**src/rtl/sid_pot.sv**
```systemverilog
// sid_pot: SID paddle (POT X/Y) sampler. Each 512-tick period discharges the
// pots for 256 ticks, then times the recharge of each pot. Define SID_POT_FILTER_EN
// for a majority-of-3 glitch filter on the comparator inputs.

package sid;
  localparam int unsigned PHI0 = 0;
  localparam int unsigned PHI1 = 1;
  localparam int unsigned PHI2 = 2;
  localparam int unsigned PHI3 = 3;

  typedef logic [3:0] phase_t;
  typedef logic [8:0] reg9_t;

  typedef struct packed {
    logic [1:0] charged;
  } pot_i_t;

  typedef struct packed {
    logic discharge;
  } pot_o_t;

  typedef struct packed {
    logic [1:0][7:0] xy;
  } pot_reg_t;
endpackage

// One POT channel: first-charge capture plus the published position byte.
module sid_pot_chan (
  input  logic       clk,
  input  logic       rst,
  input  logic       tick,
  input  sid::reg9_t cnt,
  input  logic       chg_s,
  output logic [7:0] xy
);
  logic       done_q, done_d;
  logic [7:0] val_q, val_d;
  logic [7:0] xy_q, xy_d;
  logic       charged;
  logic       cap;

`ifdef SID_POT_FILTER_EN
  // Window = samples from the two previous ticks plus the current one.
  // Discharge-half samples enter as 0 so a stuck comparator is not remembered.
  logic [1:0] hist_q, hist_d;
  logic       smp;

  always_comb begin
    smp     = chg_s & cnt[8];
    charged = (hist_q[1] & hist_q[0]) | (hist_q[1] & smp) | (hist_q[0] & smp);
    hist_d  = tick ? {hist_q[0], smp} : hist_q;
  end

  always_ff @(posedge clk or posedge rst) begin
    if (rst) hist_q <= '0;
    else     hist_q <= hist_d;
  end
`else
  always_comb charged = chg_s;
`endif

  always_comb begin
    cap    = tick & cnt[8] & ~done_q & charged;
    done_d = done_q;
    val_d  = val_q;
    xy_d   = xy_q;
    if (cap) begin
      val_d  = cnt[7:0];
      done_d = 1'b1;
    end
    // Wrap tick publishes; a capture on this same tick wins (reads as FF).
    if (tick && cnt == 9'd511) begin
      xy_d   = cap ? cnt[7:0] : (done_q ? val_q : 8'hFF);
      done_d = 1'b0;
      val_d  = '0;
    end
  end

  always_ff @(posedge clk or posedge rst) begin
    if (rst) begin
      done_q <= 1'b0;
      val_q  <= '0;
      xy_q   <= '0;
    end else begin
      done_q <= done_d;
      val_q  <= val_d;
      xy_q   <= xy_d;
    end
  end

  assign xy = xy_q;
endmodule

module sid_pot (
  input  logic          clk,
  input  logic          rst,
  input  sid::phase_t   phase,
  input  sid::pot_i_t   pot_i,
  output sid::pot_o_t   pot_o,
  output sid::pot_reg_t pot
);
  localparam int NUM_CH = 2;

  logic                   tick;
  logic [3:0]             unused_phase;
  logic [NUM_CH-1:0]      sync1_q, sync2_q;
  logic [NUM_CH-1:0]      chg_s;
  sid::reg9_t             cnt_q, cnt_d;
  logic                   dis_q, dis_d;
  logic [NUM_CH-1:0][7:0] xy;

  assign tick         = phase[sid::PHI1];
  assign unused_phase = phase & ~(4'b0001 << sid::PHI1);
  assign chg_s        = sync2_q;

  // Discharge tracks the half of the period the counter is about to enter.
  always_comb begin
    cnt_d = tick ? cnt_q + 9'd1 : cnt_q;
    dis_d = tick ? ~cnt_d[8] : dis_q;
  end

  always_ff @(posedge clk or posedge rst) begin
    if (rst) begin
      sync1_q <= '0;
      sync2_q <= '0;
      cnt_q   <= '0;
      dis_q   <= 1'b1;
    end else begin
      sync1_q <= pot_i.charged;
      sync2_q <= sync1_q;
      cnt_q   <= cnt_d;
      dis_q   <= dis_d;
    end
  end

  for (genvar i = 0; i < NUM_CH; i++) begin : g_ch
    sid_pot_chan u_chan (
      .clk   (clk),
      .rst   (rst),
      .tick  (tick),
      .cnt   (cnt_q),
      .chg_s (chg_s[i]),
      .xy    (xy[i])
    );
  end

  assign pot_o.discharge = dis_q;
  assign pot.xy          = xy;
endmodule

```
**config.mk**
```make
export PLATFORM = sky130hd
export DESIGN_NAME = sid_pot
export DESIGN_NICKNAME = d
export VERILOG_FILES = /design/src/rtl/sid_pot.sv
export SDC_FILE = /design/constraint.sdc
export NUM_CORES = 1
export LEC_CHECK = 0
export CELL_PAD_IN_SITES_DETAIL_PLACEMENT = 0
export CELL_PAD_IN_SITES_GLOBAL_PLACEMENT = 2
export CORE_ASPECT_RATIO = 0.6
export CORE_MARGIN = 5
export CORE_UTILIZATION = 25
export DETAILED_ROUTE_END_ITERATION = 10
export GPL_ROUTABILITY_DRIVEN = 0
export PLACE_DENSITY_LB_ADDON = 0.1
export SETUP_SLACK_MARGIN = 0.05
export SYNTH_ARGS = -nofsm -noshare
export SYNTH_HDL_FRONTEND = slang
export SYNTH_HIERARCHICAL = 1
export SYNTH_SLANG_ARGS = --single-unit
```
**constraint.sdc**
```tcl
create_clock -name clk -period 3 [get_ports clk]
set_input_delay 0.6 -clock clk [delete_from_list [all_inputs] [get_ports clk]]
set_output_delay 0.6 -clock clk [all_outputs]
set_load 0.02 [all_outputs]
```
==> impl_metrics.yaml <==
run_status:
  status: "completed"
pwr:
  pwr_density_cell_nw_per_um2: 612
  ir_worst_vdd_mv: 0.179
  leakage_uw: 0.00113
layout:
  nNetsFinal: 214
  filler_cell_count: 826
  areaGrowthSynthToFinish_pct: 24.4
  drive_gt1_share_pct: 15.5
  stdcell_count: 314
  multi_input_area_um2: 792
  final_util_pct: 32.2
  regArea_um2: 1200
  antenna_cells: 0
cts:
  clk_latency_ns: 0.29
  cts_root_buf: "clkbuf_16"
  cts_buffers: 5
  cts_resized: 0
  cts_tree: "built"
  path_clk_slew_ns: 0.06
  cts_max_level: 2
  post_cts_buffers: 0
  clockBufferDepth: 2
  cts_hold_buffers: 0
  clock_sinks: 48
timing:
  drv_slew: 0
  fin_crit_ns: 2.18
  relSlewSlack_pct: 55.0
  hold_viol: 0
  setup_slack_ns: 0.816
  rsz0062_at_grt: "false"
  setup_viol: 0
  max_freq_mhz: 458
  finalCritPeriodShare_pct: 72.8
  worst_pin_slew_ns: 0.674
  setup_tns_ns: 0
  skew_ns: 0.00397
grt:
  grt_max_degree: 18
  globalRouteOverflowTotal: 0
  grt_pass1_wl_um: 7420
  grt_pass1_vias: 1408
  track_usage_pct: 9.58
  antenna_found_initial: 0
synthesis:
  ys_seq_area_share_pct: 58.5
  ys_seq_elements: 48
  avgSynthCellArea_um2: 11.5
  synth_area_um2: 2050
  synth_nets: 188
  ys_types: 27
  syn_inst: 179
  yosys_warnings: 6
drt:
  drc_errors: 0
  num_vias: 1367
  vias_per_cell: 4.35
  wl_um: 4500
  wl_per_cell_um: 14.3
  drtIter0Drc: 57
  postRouteAntennaNets: 0
  dr.pass1.iters: 4
floorplanning:
  core_um2: 7950
  dieArea_um2: 10200
  num_rows: 25
  die_height_um: 80.2
  io-pin-count: 25
  initial_core_util_pct: 25.9
  die_x_um: 127
placement:
  dpl.hpwl_um: 3270
  port_buffers: 21
  dp.cells: 306
  place_ws_ns: 0.483
setup_path:
  path_class: "in2reg"
  ff2ff_path_depth: 3
  cp.arrival_ns: 2.36
  cp-end-kind: "flop"
  reg2reg_slack_ns: 1.12
  cp_data_required_time_ns: 3.18
  crit_fanout: 13
  startpoint_type: "input port"
min_path:
  hold_depth: 0
  min_path_type: "reg2reg"
run:
  cap_violations: 0
==> synth_stat cells (all sizes together) <==
master | count | area, µm²
nand4b | 2 | 17.5
dfstp | 1 | 26.3
and4 | 2 | 17.5
xnor2 | 5 | 43.8
nor2 | 3 | 11.3
nand2 | 36 | 135
a211o | 1 | 8.76
nor3 | 2 | 32.5
inv | 4 | 15.0
mux2 | 17 | 199
dfrtp | 47 | 1180
nand3 | 1 | 5.00
a21oi | 16 | 80.1
a31oi | 2 | 12.5
nand4 | 7 | 43.8
a211oi | 1 | 7.51
nand2b | 16 | 100
nor2b | 1 | 6.26
and4b | 2 | 20.0
clkbuf | 4 | 17.5
buf | 3 | 27.5
and3 | 2 | 12.5
ha | 1 | 12.5
xor2 | 3 | 26.3
==> power breakdown <==
group	leakage (µW)	internal (µW)	total, µW	switching (µW)
sequential	0.000646	697	816	120
combinational	0.000404	58.3	111	52.7
clock	0.0000808	392	636	244
==> cell families after synthesis <==
| logic type | count (synthesis) | share of synthesized area [%] |
|---|---|---|
| AO/OA/AOI/OAI | 20 | 5.30 |
| XOR/XNOR | 8 | 3.41 |
| adder cells (fa/ha/maj) | 1 | 0.609 |
| buffers and inverters | 11 | 2.92 |
| flip-flops | 48 | 58.5 |
| multiplexers | 17 | 9.68 |
| AND/OR/NAND/NOR | 74 | 19.5 |
==> cells in the final DEF (no fill, tap or decap), types with 2 or more instances in the layout <==
| cell type | Yosys | layout |
|---|---|---|
| dfrtp_1 | 47 | 47 |
| nand2_1 | 36 | 36 |
| clkdlybuf4s50_1 | 0 | 21 |
| a21oi_1 | 16 | 16 |
| nand2b_1 | 16 | 16 |
| mux2_2 | 15 | 15 |
| nand4_1 | 7 | 7 |
| xnor2_1 | 5 | 5 |
| clkbuf_16 | 0 | 5 |
| buf_4 | 0 | 5 |
| inv_1 | 4 | 4 |
| nor2_1 | 3 | 3 |
| xor2_1 | 3 | 3 |
| and3_1 | 2 | 2 |
| and4_1 | 2 | 2 |
| and4b_1 | 2 | 2 |
| nand4b_1 | 2 | 2 |
| nor3_4 | 2 | 2 |
| mux2_4 | 2 | 2 |
| a31oi_1 | 2 | 2 |
==> state kept, by name (all words and copies together), names as in the netlist, named ones only <==
register            count
pot_o                   1
sync1_q                 2
g_ch.u_chan/xy         16
cnt_q                   8
chg_s                   2
g_ch.u_chan/done_q      2
g_ch.u_chan/val_q      16
==> area by class of cell <==
class                           count  share of cell area, %
Sequential cell                    48                   47.0
Multi-Input combinational cell    120                   31.0
Timing Repair Buffer               26                   9.69
Tap cell                          108                   5.29
Clock buffer                        6                   5.04
Clock inverter                      2                   1.37
Inverter                            4                  0.587
==> metal layers <==
layer | share of wire [%] | GRT usage, %
met4 | 1.9 | 3.85
met2 | 40 | 12.9
met3 | 3.9 | 3.26
met5 | 0 | 0
met1 | 55 | 13.8
==> path summary, 6_finish.rpt <==
check	start	endpoint
worst max-delay path	phase[1]	g_ch[1].u_chan/xy[5]
worst min-delay path	sync1_q[1]	chg_s[1]
worst max register to register	flop	g_ch[1].u_chan/xy[5]
worst min register to register	sync1_q[1]	chg_s[1]
max in group asynchronous	rst	g_ch[0].u_chan/xy[0]
min in group asynchronous	rst	chg_s[0]
==> worst max-delay path: stages <==
cell	delay (ns)
clkdlybuf4s50_1	0.60
nand2_1	0.13
nor3_4	0.60
mux2_2	0.41
==> stage by stage <==
stage | hold slack (ns) | instance area (µm²) | power (µW)
after floorplan | 0.331 | 2050 | 865
after global placement | 0.334 | 2390 | 934
after detailed placement | 0.337 | 2390 | 941
after CTS | 0.352 | 2560 | 1590
after global routing | 0.353 | 2560 | 1640
final | 0.349 | 2560 | 1560
Power figures use the tool's default switching activity.
